<file path="config.mk">
export PLATFORM = sky130hd
export DESIGN_NAME = game_sequencer
export DESIGN_NICKNAME = d
export VERILOG_FILES = /design/src/rtl/game_sequencer.sv
export SDC_FILE = /design/constraint.sdc
export NUM_CORES = 1
export LEC_CHECK = 0
export CAP_MARGIN = 20
export CORE_ASPECT_RATIO = 1.4
export CORE_MARGIN = 3
export CORE_UTILIZATION = 37
export DETAILED_ROUTE_END_ITERATION = 8
export HOLD_SLACK_MARGIN = 0.05
export PLACE_DENSITY = 0.63
export REMOVE_ABC_BUFFERS = 1
export SETUP_SLACK_MARGIN = 0.2
export SYNTH_ARGS = -nofsm -noshare
export SYNTH_HDL_FRONTEND = slang
export SYNTH_SLANG_ARGS = --single-unit
</file>
<file path="constraint.sdc">
create_clock -name clock -period 3.99 [get_ports clock]
set_input_delay 0.798 -clock clock [delete_from_list [all_inputs] [get_ports clock]]
set_output_delay 0.798 -clock clock [all_outputs]
set_load 0.05 [all_outputs]
</file>
<file path="src/rtl/game_sequencer.sv">
// game_sequencer: top-level brick-breaker game controller.
// Runs the idle/serve/play/pause/miss/win/over phases and produces the
// game-step enable, serve pulse, score clear and lives count.
module game_sequencer #(
    parameter int STEP_DIV    = 25_000_000,
    parameter int SERVE_TICKS = 4,
    parameter int MISS_TICKS  = 4,
    parameter int LIVES       = 3,
    parameter int PADDLE_W    = 4,
    parameter int ROW_BOTTOM  = 14
) (
    input  logic        clock,
    input  logic        reset,
    input  logic        start_btn,
    input  logic [55:0] Bricks,
    input  logic [3:0]  Ball_rowIndex,
    input  logic [3:0]  Ball_colIndex,
    input  logic [3:0]  paddle_col,
    output logic        step_en,
    output logic        serve,
    output logic        score_clr_n,
    output logic [1:0]  lives,
    output logic [2:0]  state
);

    typedef enum logic [2:0] {
        S_IDLE  = 3'd0,
        S_SERVE = 3'd1,
        S_PLAY  = 3'd2,
        S_PAUSE = 3'd3,
        S_MISS  = 3'd4,
        S_WIN   = 3'd5,
        S_OVER  = 3'd6
    } state_t;

    localparam int              DIV_W      = (STEP_DIV > 2) ? $clog2(STEP_DIV) : 1;
    localparam logic [DIV_W-1:0] DIV_MAX   = DIV_W'(STEP_DIV - 1);
    localparam logic [2:0]      SERVE_LAST = 3'(SERVE_TICKS - 1);
    localparam logic [2:0]      MISS_LAST  = 3'(MISS_TICKS - 1);
    localparam logic [1:0]      LIVES_INIT = 2'(LIVES);
    localparam logic [4:0]      PAD_W5     = 5'(PADDLE_W);
    localparam logic [3:0]      ROW_B      = 4'(ROW_BOTTOM);

    logic             sync1_q, sync2_q, sync3_q, start_p_q;
    logic [DIV_W-1:0] div_q, div_d;
    logic [2:0]       phase_q, phase_d;
    state_t           state_q, state_d;
    logic [1:0]       lives_q, lives_d;
    logic             step_en_q, step_en_d;
    logic             serve_q, serve_d;
    logic             score_clr_n_q, score_clr_n_d;

    logic tick, hit, miss, clear;
    logic [4:0] ball_col5, pad_lo5, pad_hi5;

    // Paddle window is compared in 5 bits so a paddle running off the
    // right edge is simply truncated instead of wrapping to column 0.
    assign ball_col5 = {1'b0, Ball_colIndex};
    assign pad_lo5   = {1'b0, paddle_col};
    assign pad_hi5   = pad_lo5 + PAD_W5;
    assign hit       = (ball_col5 >= pad_lo5) && (ball_col5 < pad_hi5);
    assign miss      = (Ball_rowIndex == ROW_B) && !hit;
    assign clear     = (Bricks == 56'd0);
    assign tick      = (div_q == DIV_MAX);

    // Button synchronizer, rising-edge detector and registered start pulse.
    always_ff @(posedge clock or negedge reset) begin
        if (!reset) begin
            sync1_q   <= 1'b0;
            sync2_q   <= 1'b0;
            sync3_q   <= 1'b0;
            start_p_q <= 1'b0;
        end else begin
            sync1_q   <= start_btn;
            sync2_q   <= sync1_q;
            sync3_q   <= sync2_q;
            start_p_q <= sync2_q & ~sync3_q;
        end
    end

    // Next-state, divider, phase, lives and one-cycle pulse decisions.
    always_comb begin
        state_d       = state_q;
        lives_d       = lives_q;
        phase_d       = phase_q;
        div_d         = tick ? '0 : div_q + 1'b1;
        step_en_d     = 1'b0;
        serve_d       = 1'b0;
        score_clr_n_d = 1'b1;
        case (state_q)
            S_IDLE, S_WIN, S_OVER: begin
                if (start_p_q) begin
                    state_d       = S_SERVE;
                    lives_d       = LIVES_INIT;
                    score_clr_n_d = 1'b0;
                    div_d         = '0;
                    phase_d       = 3'd0;
                end
            end
            S_SERVE: begin
                if (tick) begin
                    if (phase_q == SERVE_LAST) begin
                        state_d = S_PLAY;
                        serve_d = 1'b1;
                    end else begin
                        phase_d = phase_q + 3'd1;
                    end
                end
            end
            S_PLAY: begin
                // A pause request wins over a coincident tick, so the
                // tick that leaves PLAY never produces a step.
                if (start_p_q) begin
                    state_d = S_PAUSE;
                    div_d   = '0;
                end else if (tick) begin
                    if (clear) begin
                        state_d = S_WIN;
                    end else if (miss) begin
                        state_d = S_MISS;
                        lives_d = lives_q - 2'd1;
                        phase_d = 3'd0;
                    end else begin
                        step_en_d = 1'b1;
                    end
                end
            end
            S_PAUSE: begin
                if (start_p_q) begin
                    state_d = S_PLAY;
                    div_d   = '0;
                end
            end
            S_MISS: begin
                if (tick) begin
                    if (phase_q == MISS_LAST) begin
                        state_d = (lives_q == 2'd0) ? S_OVER : S_SERVE;
                        phase_d = 3'd0;
                    end else begin
                        phase_d = phase_q + 3'd1;
                    end
                end
            end
            default: state_d = S_IDLE;
        endcase
    end

    // Control state and registered outputs.
    always_ff @(posedge clock or negedge reset) begin
        if (!reset) begin
            state_q       <= S_IDLE;
            lives_q       <= LIVES_INIT;
            phase_q       <= 3'd0;
            div_q         <= '0;
            step_en_q     <= 1'b0;
            serve_q       <= 1'b0;
            score_clr_n_q <= 1'b1;
        end else begin
            state_q       <= state_d;
            lives_q       <= lives_d;
            phase_q       <= phase_d;
            div_q         <= div_d;
            step_en_q     <= step_en_d;
            serve_q       <= serve_d;
            score_clr_n_q <= score_clr_n_d;
        end
    end

    assign step_en     = step_en_q;
    assign serve       = serve_q;
    assign score_clr_n = score_clr_n_q;
    assign lives       = lives_q;
    assign state       = state_q;

endmodule

</file>
## Yosys cells after proc, flatten, opt, wreduce, memory -nomap -nowiden

Cells that the tools add are included.

| storage, ports and cells | value |
|---|---|
| register bits | 40 |
| word-level logic and storage cells | 95 |
| output and inout bits | 8 |
| input bits | 71 |

| operators by class | value |
|---|---|
| $lt $le $gt $ge | 2 |
| bitwise logic cells | 2 |
| multiplexer cells | 41 |
| equal/unequal tests | 22 |
| reduce and logical (&&, ||, !) cells | 13 |
| add/sub/neg operators | 4 |

Operator list:

| operator | count |
|---|---|
| $mux W25 | 3 |
| $mux W3 | 20 |
| $logic_not A56 Y1 | 1 |
| $add A25 B1 Y25 const B | 1 |
| $eq A25 B25 Y1 const B | 1 |
| $ne A2 B2 Y1 const B | 11 |
| $pmux W3 S5 | 1 |
| $pmux W3 S4 | 1 |
| $mux W1 | 10 |
| $mux W2 | 5 |
| $eq A3 B2 Y1 const B | 3 |
| $eq A3 B3 Y1 const B | 3 |
| $reduce_and A9 Y1 | 1 |
| $reduce_and A8 Y1 | 1 |
| $reduce_and A6 Y1 | 1 |
| $add A4 B3 Y5 const B | 1 |
| $lt A4 B5 Y1 | 1 |
| $reduce_or A5 Y1 | 1 |
| $eq A4 B4 Y1 const B | 1 |
| $ge A4 B4 Y1 | 1 |
| $ne A4 B4 Y1 const B | 1 |
| $pmux W2 S2 | 1 |
| $reduce_bool A4 Y1 | 1 |
| $add A3 B1 Y3 const B | 1 |
| 11 further kinds | 12 |

## Logic depth before layout (Yosys ltp)

| logic depth | value |
|---|---|
| depth in word-level cells | 10 |
| mapped depth | 9 |
| depth with buffers taken out | 9 |

## Worst setup path before layout

Ideal clock, no wire load.

| timing | value |
|---|---|
| path type | in2reg |
| start point | input paddle_col[2] |
| end point | register state_q[1] (netlist: state[1]) |
| cell stages on the path | 9 |
| slack | 1.322 ns |
| required time | 3.865 ns |
| buffers on the path | 0 |
| arrival | 2.544 ns |
| setup time | 0.125 ns |
| cell sequence | ha_1 > inv_1 > ha_1 > a21oi_1 > nor2_1 > nor4_1 > nor2_1 > o21ai_1 > mux2_2 |

| between the ends | value |
|---|---|
| longest elaborated chain between the ends | 7 |
| elaborated cells on any way between the ends | 8 |
| classes of those cells | 1 x add/sub; 2 x order compare; 1 x eq/ne; 4 x reduce/logical |

Ends and longest elaborated chain:

| element | RTL line | text |
|---|---|---|
| start: declaration | 18 | `input logic [3:0] paddle_col,` |
| $add A4 B3 Y5 | 60 | `assign pad_hi5 = pad_lo5 + PAD_W5;` |
| $lt A4 B5 Y1 | 61 | `assign hit = (ball_col5 >= pad_lo5) && (ball_col5 < pad_hi5);` |
| $logic_and A1 B1 Y1 (*) | 61 |  |
| $logic_not A1 Y1 (*) | 62 | `assign miss = (Ball_rowIndex == ROW_B) && !hit;` |
| $logic_and A1 B1 Y1 (*) | 62 |  |
| $ne A4 B4 Y1 (no source line) (*) | n/a |  |
| $reduce_and A8 Y1 (no source line) (*) | n/a |  |
| end signal: assignment | 159 | `state_q <= state_d;` |
| end: declaration | 47 | `state_t state_q, state_d;` |

Every way passes the cells marked *; elsewhere a longest branch is shown, timed or not.
A chain may end at the register's enable or synchronous reset.

## Worst setup path in the final report

| timing | value |
|---|---|
| start point | input paddle_col[2] |
| end point | register state_q[2] (netlist: state[2]) |

The elaborated chain is that of the path after synthesis.

==> results by group <==
Placed design
  – Placer congestion estimate: 0.9349
  – Final HPWL DP: 4.926 mm
  – Area after DPL: 3333 µm²
  – Placed cells: 417
  – Buffers on Ports: 78

Global routing
  – First-pass GRT wire length: 10.07 mm
  – Initial antenna violation count: 0
  – Largest net degree at the start of global routing: 41
  – Gr usage total: between 10% and 20%
  – Vias in the first global route: 2294
  – Grt total ovfl: 0

Min path
  – Cells on Worst Hold Path: 0
  – Hold Crit Class: flip-flop to flip-flop
  – Hold wc startpoint: sync1_q
  – Hold Crit Endpoint: sync2_q

Synth
  – Ys Warns: 0
  – Number of synthesized flops with an enable pin: 0
  – Syn Area/Cell: 9.147 µm²
  – Synthesized flop and latch total: 40
  – Synth top cells by count: nor2_1 (44), dfrtp_1 (37), nand2_1 (21)
  – Yosys top cell area share: 36.94%
  – Most common flop cell mapped by yosys: dfrtp_1
  – Mapped cell area: 2506 µm²
  – Synth Instances: 274
  – Synth area leader: dfrtp_1
  – Most common cell in the synthesized netlist: nor2_1
  – Sequential area share after synthesis: 40.09%
  – Yosys cell types: 54
  – FFs w/ async S/R, synth: 100.0%
  – Largest cells by area after synthesis: dfrtp_1 (37%), nor2_1 (6.6%), ha_1 (6.0%)

Cells and area
  – Final non-filler cell total: approximately 430
  – Area grow syn2layout: 36.50%
  – Antenna cells: 0
  – Layout cell share with drive strength beyond 1: 6.232%
  – Filler cells: 596
  – Design Area, Final: 3421 µm²
  – Nets: approximately 440

Power
  – Power share of the clock group: around 34%
  – Internal power: between 0.5 and 0.6 mW
  – PD cells: 226.4 nW/µm²
  – Power, Total: 0.7746 mW
  – Peak VDD IR: 0.2088 mV
  – Sequential share of power: around 53%
  – Switching power: 0.1755 mW
  – Logic gate share of total power: between 10% and 20%
  – Switch share: 22.66%
  – Lkg Pwr: ~1.4 nW

CTS
  – Hold Buf Count CTS: 0
  – Post-CTS Setup Bufs: 0
  – Clk pin slew, worst setup/hold paths: about 0.080 ns
  – CTS tree: built
  – Worst-Skew Late Latency: roughly 0.30 ns
  – CTS resizes: 0
  – Deepest clock path buffer count: 2
  – H-Tree Depth: 2
  – Total CTS buffers: 5
  – CTS Root Cell: clkbuf_8
  – CTS Sinks: 40

Route
  – Iter 0 DRT Violations: 42
  – Vias per inst: around 5.4
  – ANT nets after route: 0
  – Initial DRT Pass Iterations: 4
  – Routed WL per cell: approximately 15 µm
  – DRC: 0
  – WL final: ~6.3 mm
  – Vias: 2305

STA
  – Fmax: ~330 MHz
  – Slew @ Worst Pin: 0.8743 ns
  – Final Hold Slack: 0.3539 ns
  – Max Slew Vio Count: 0
  – Final Critical Period: 3.024 ns
  – Final setup viols: 0
  – RSZ-0062 raised after global routing: false
  – Setup_tns: 0 ns
  – Setup Skew: roughly 0.012 ns
  – Final hold vios: 0
  – Final clock period utilization by the worst path: 75.78%
  – Rel. slew slack: 41.71%

Run status
  – Status: completed

Floorplanning
  – Row cnt: 34
  – Die Area: 7811 µm²
  – Core Area: 6381 µm²
  – I/O pin count: ~80
  – Die Wd: ~76 µm
  – Initial Util: 39.27%
  – Die Y: 103.4 µm

Setup path
  – Reg2Reg Depth: 6
  – Startpoint types: primary input
  – Reg-to-Reg End: state[2]
  – Worst reg2reg startpoint: state[1]
  – Worst reg-to-reg setup slack: 1.30 ns
  – Crit Path Max Fanout: 3
  – Critical Path AT: 3.21 ns
  – CP max-delay cell: clkdlybuf4s50_1
  – Crit-path max cell delay: between 0.4 and 0.5 ns
  – Worst Setup Path Type: primary input to flip-flop
  – Crit end category: flip-flop
  – CP Launch Point: paddle_col[2]
  – Crit path cell chain: clkdlybuf4s50_1 -> ha_1 -> inv_1 -> ha_1 -> a21oi_1 -> nor2_1 -> nor4_1 -> nor2_1 -> o21ai_1 -> mux2_2
  – CP required: between 4 and 5 ns

Job
  – Number of max-cap violations: 0
==> state kept, by name, summed over array words and instances, names as in the netlist <==
register / count
div_q: 25
phase_q: 3
state: 3
lives: 2
score_clr_n: 1
serve: 1
start_p_q: 1
step_en: 1
sync1_q: 1
sync2_q: 1
sync3_q: 1
==> cell usage in the layout (no fill, tap or decap), types with 2 or more instances in the layout <==
cell type | Yosys | routed
xnor2_1 | 15 | 15
dfstp_2 | 3 | 3
clkdlybuf4s50_1 | 0 | 77
or3_1 | 2 | 2
xor2_1 | 9 | 9
a21oi_1 | 9 | 9
nand2_1 | 21 | 21
clkinv_2 | 0 | 2
inv_1 | 15 | 15
ha_1 | 12 | 12
nor2_1 | 44 | 44
nor3_1 | 6 | 6
nor2b_1 | 5 | 5
nor4b_1 | 2 | 2
nor4_1 | 17 | 17
and4_1 | 3 | 3
and3_1 | 5 | 5
nand4_1 | 11 | 11
mux2_1 | 5 | 5
o21ai_0 | 7 | 7
nand3_1 | 8 | 8
dfrtp_1 | 37 | 37
clkbuf_8 | 1 | 5
mux2_2 | 2 | 2
==> per-layer routing <==
metal / GRT usage, % / vias to the layer above / wire [µm]
li1: - / 1122 / -
met1: 18.40 / 1068 / 2496
met2: 29.67 / 100 / 3016
met3: 4.352 / 15 / 664
met4: 6.999 / 0 / 133
met5: 0 / - / 0
==> area by class of cell <==
class                   instances  area [µm²]  share of cell area (%)
clock inverters                 3       18.77                  0.5486
repair buffers                 78       775.7                   22.68
inverters                      16       60.06                   1.756
clock buffers                   5       68.82                   2.012
flip-flops and latches         40        1005                   29.37
multi-input cells             211        1403                   41.00
well taps                      72       90.09                   2.634
==> power by group through the flow <==
stage | clock [mW] | combinational [mW] | sequential (mW)
after floorplan | 0 | 0.0183 | 0.417
after global placement | 0 | 0.0991 | 0.417
after detailed placement | 0 | 0.101 | 0.417
after CTS | 0.275 | 0.101 | 0.409
after global routing | 0.290 | 0.110 | 0.409
final | 0.265 | 0.100 | 0.409
==> kinds of logic (layout without fill, tap and decap cells) <==
kind of cell | count (synthesis) | in the layout | synth area share [%]
adder cells (fa/ha/maj) | 13 | 13 | 6.790
multiplexers | 8 | 8 | 3.544
XOR/XNOR | 24 | 24 | 8.388
AND/OR/NAND/NOR | 137 | 137 | 29.81
flip-flops | 40 | 40 | 40.09
AO/OA/AOI/OAI | 29 | 29 | 7.439
buffers and inverters | 23 | 102 | 3.943
==> worst max-delay path: cells and delay by family <==
kind	cells	cell delay, ns
fa+ha+maj	2	0.57
buf+inv	2	0.50
mux	1	0.37
simple gates	3	0.54
compound gates	2	0.43
==> worst max-delay path by stage <==
stage | endpoint | depth (start not counted)
final | state[2] | 10
after CTS | state[1] | 10
after floorplan | state[1] | 9
after global placement | phase_q[2] | 9
after detailed placement | state[1] | 10
after global routing | phase_q[0] | 9
==> per-stage QoR <==
step	worst slack (ns)	utilization (%)
floorplan	1.321	-
global placement	0.6965	52.24
detailed placement	0.6568	52.24
CTS	0.9821	53.61
global route	0.7604	53.61
finish	0.9664	53.61
No activity file was read; power rests on OpenSTA's default activity.
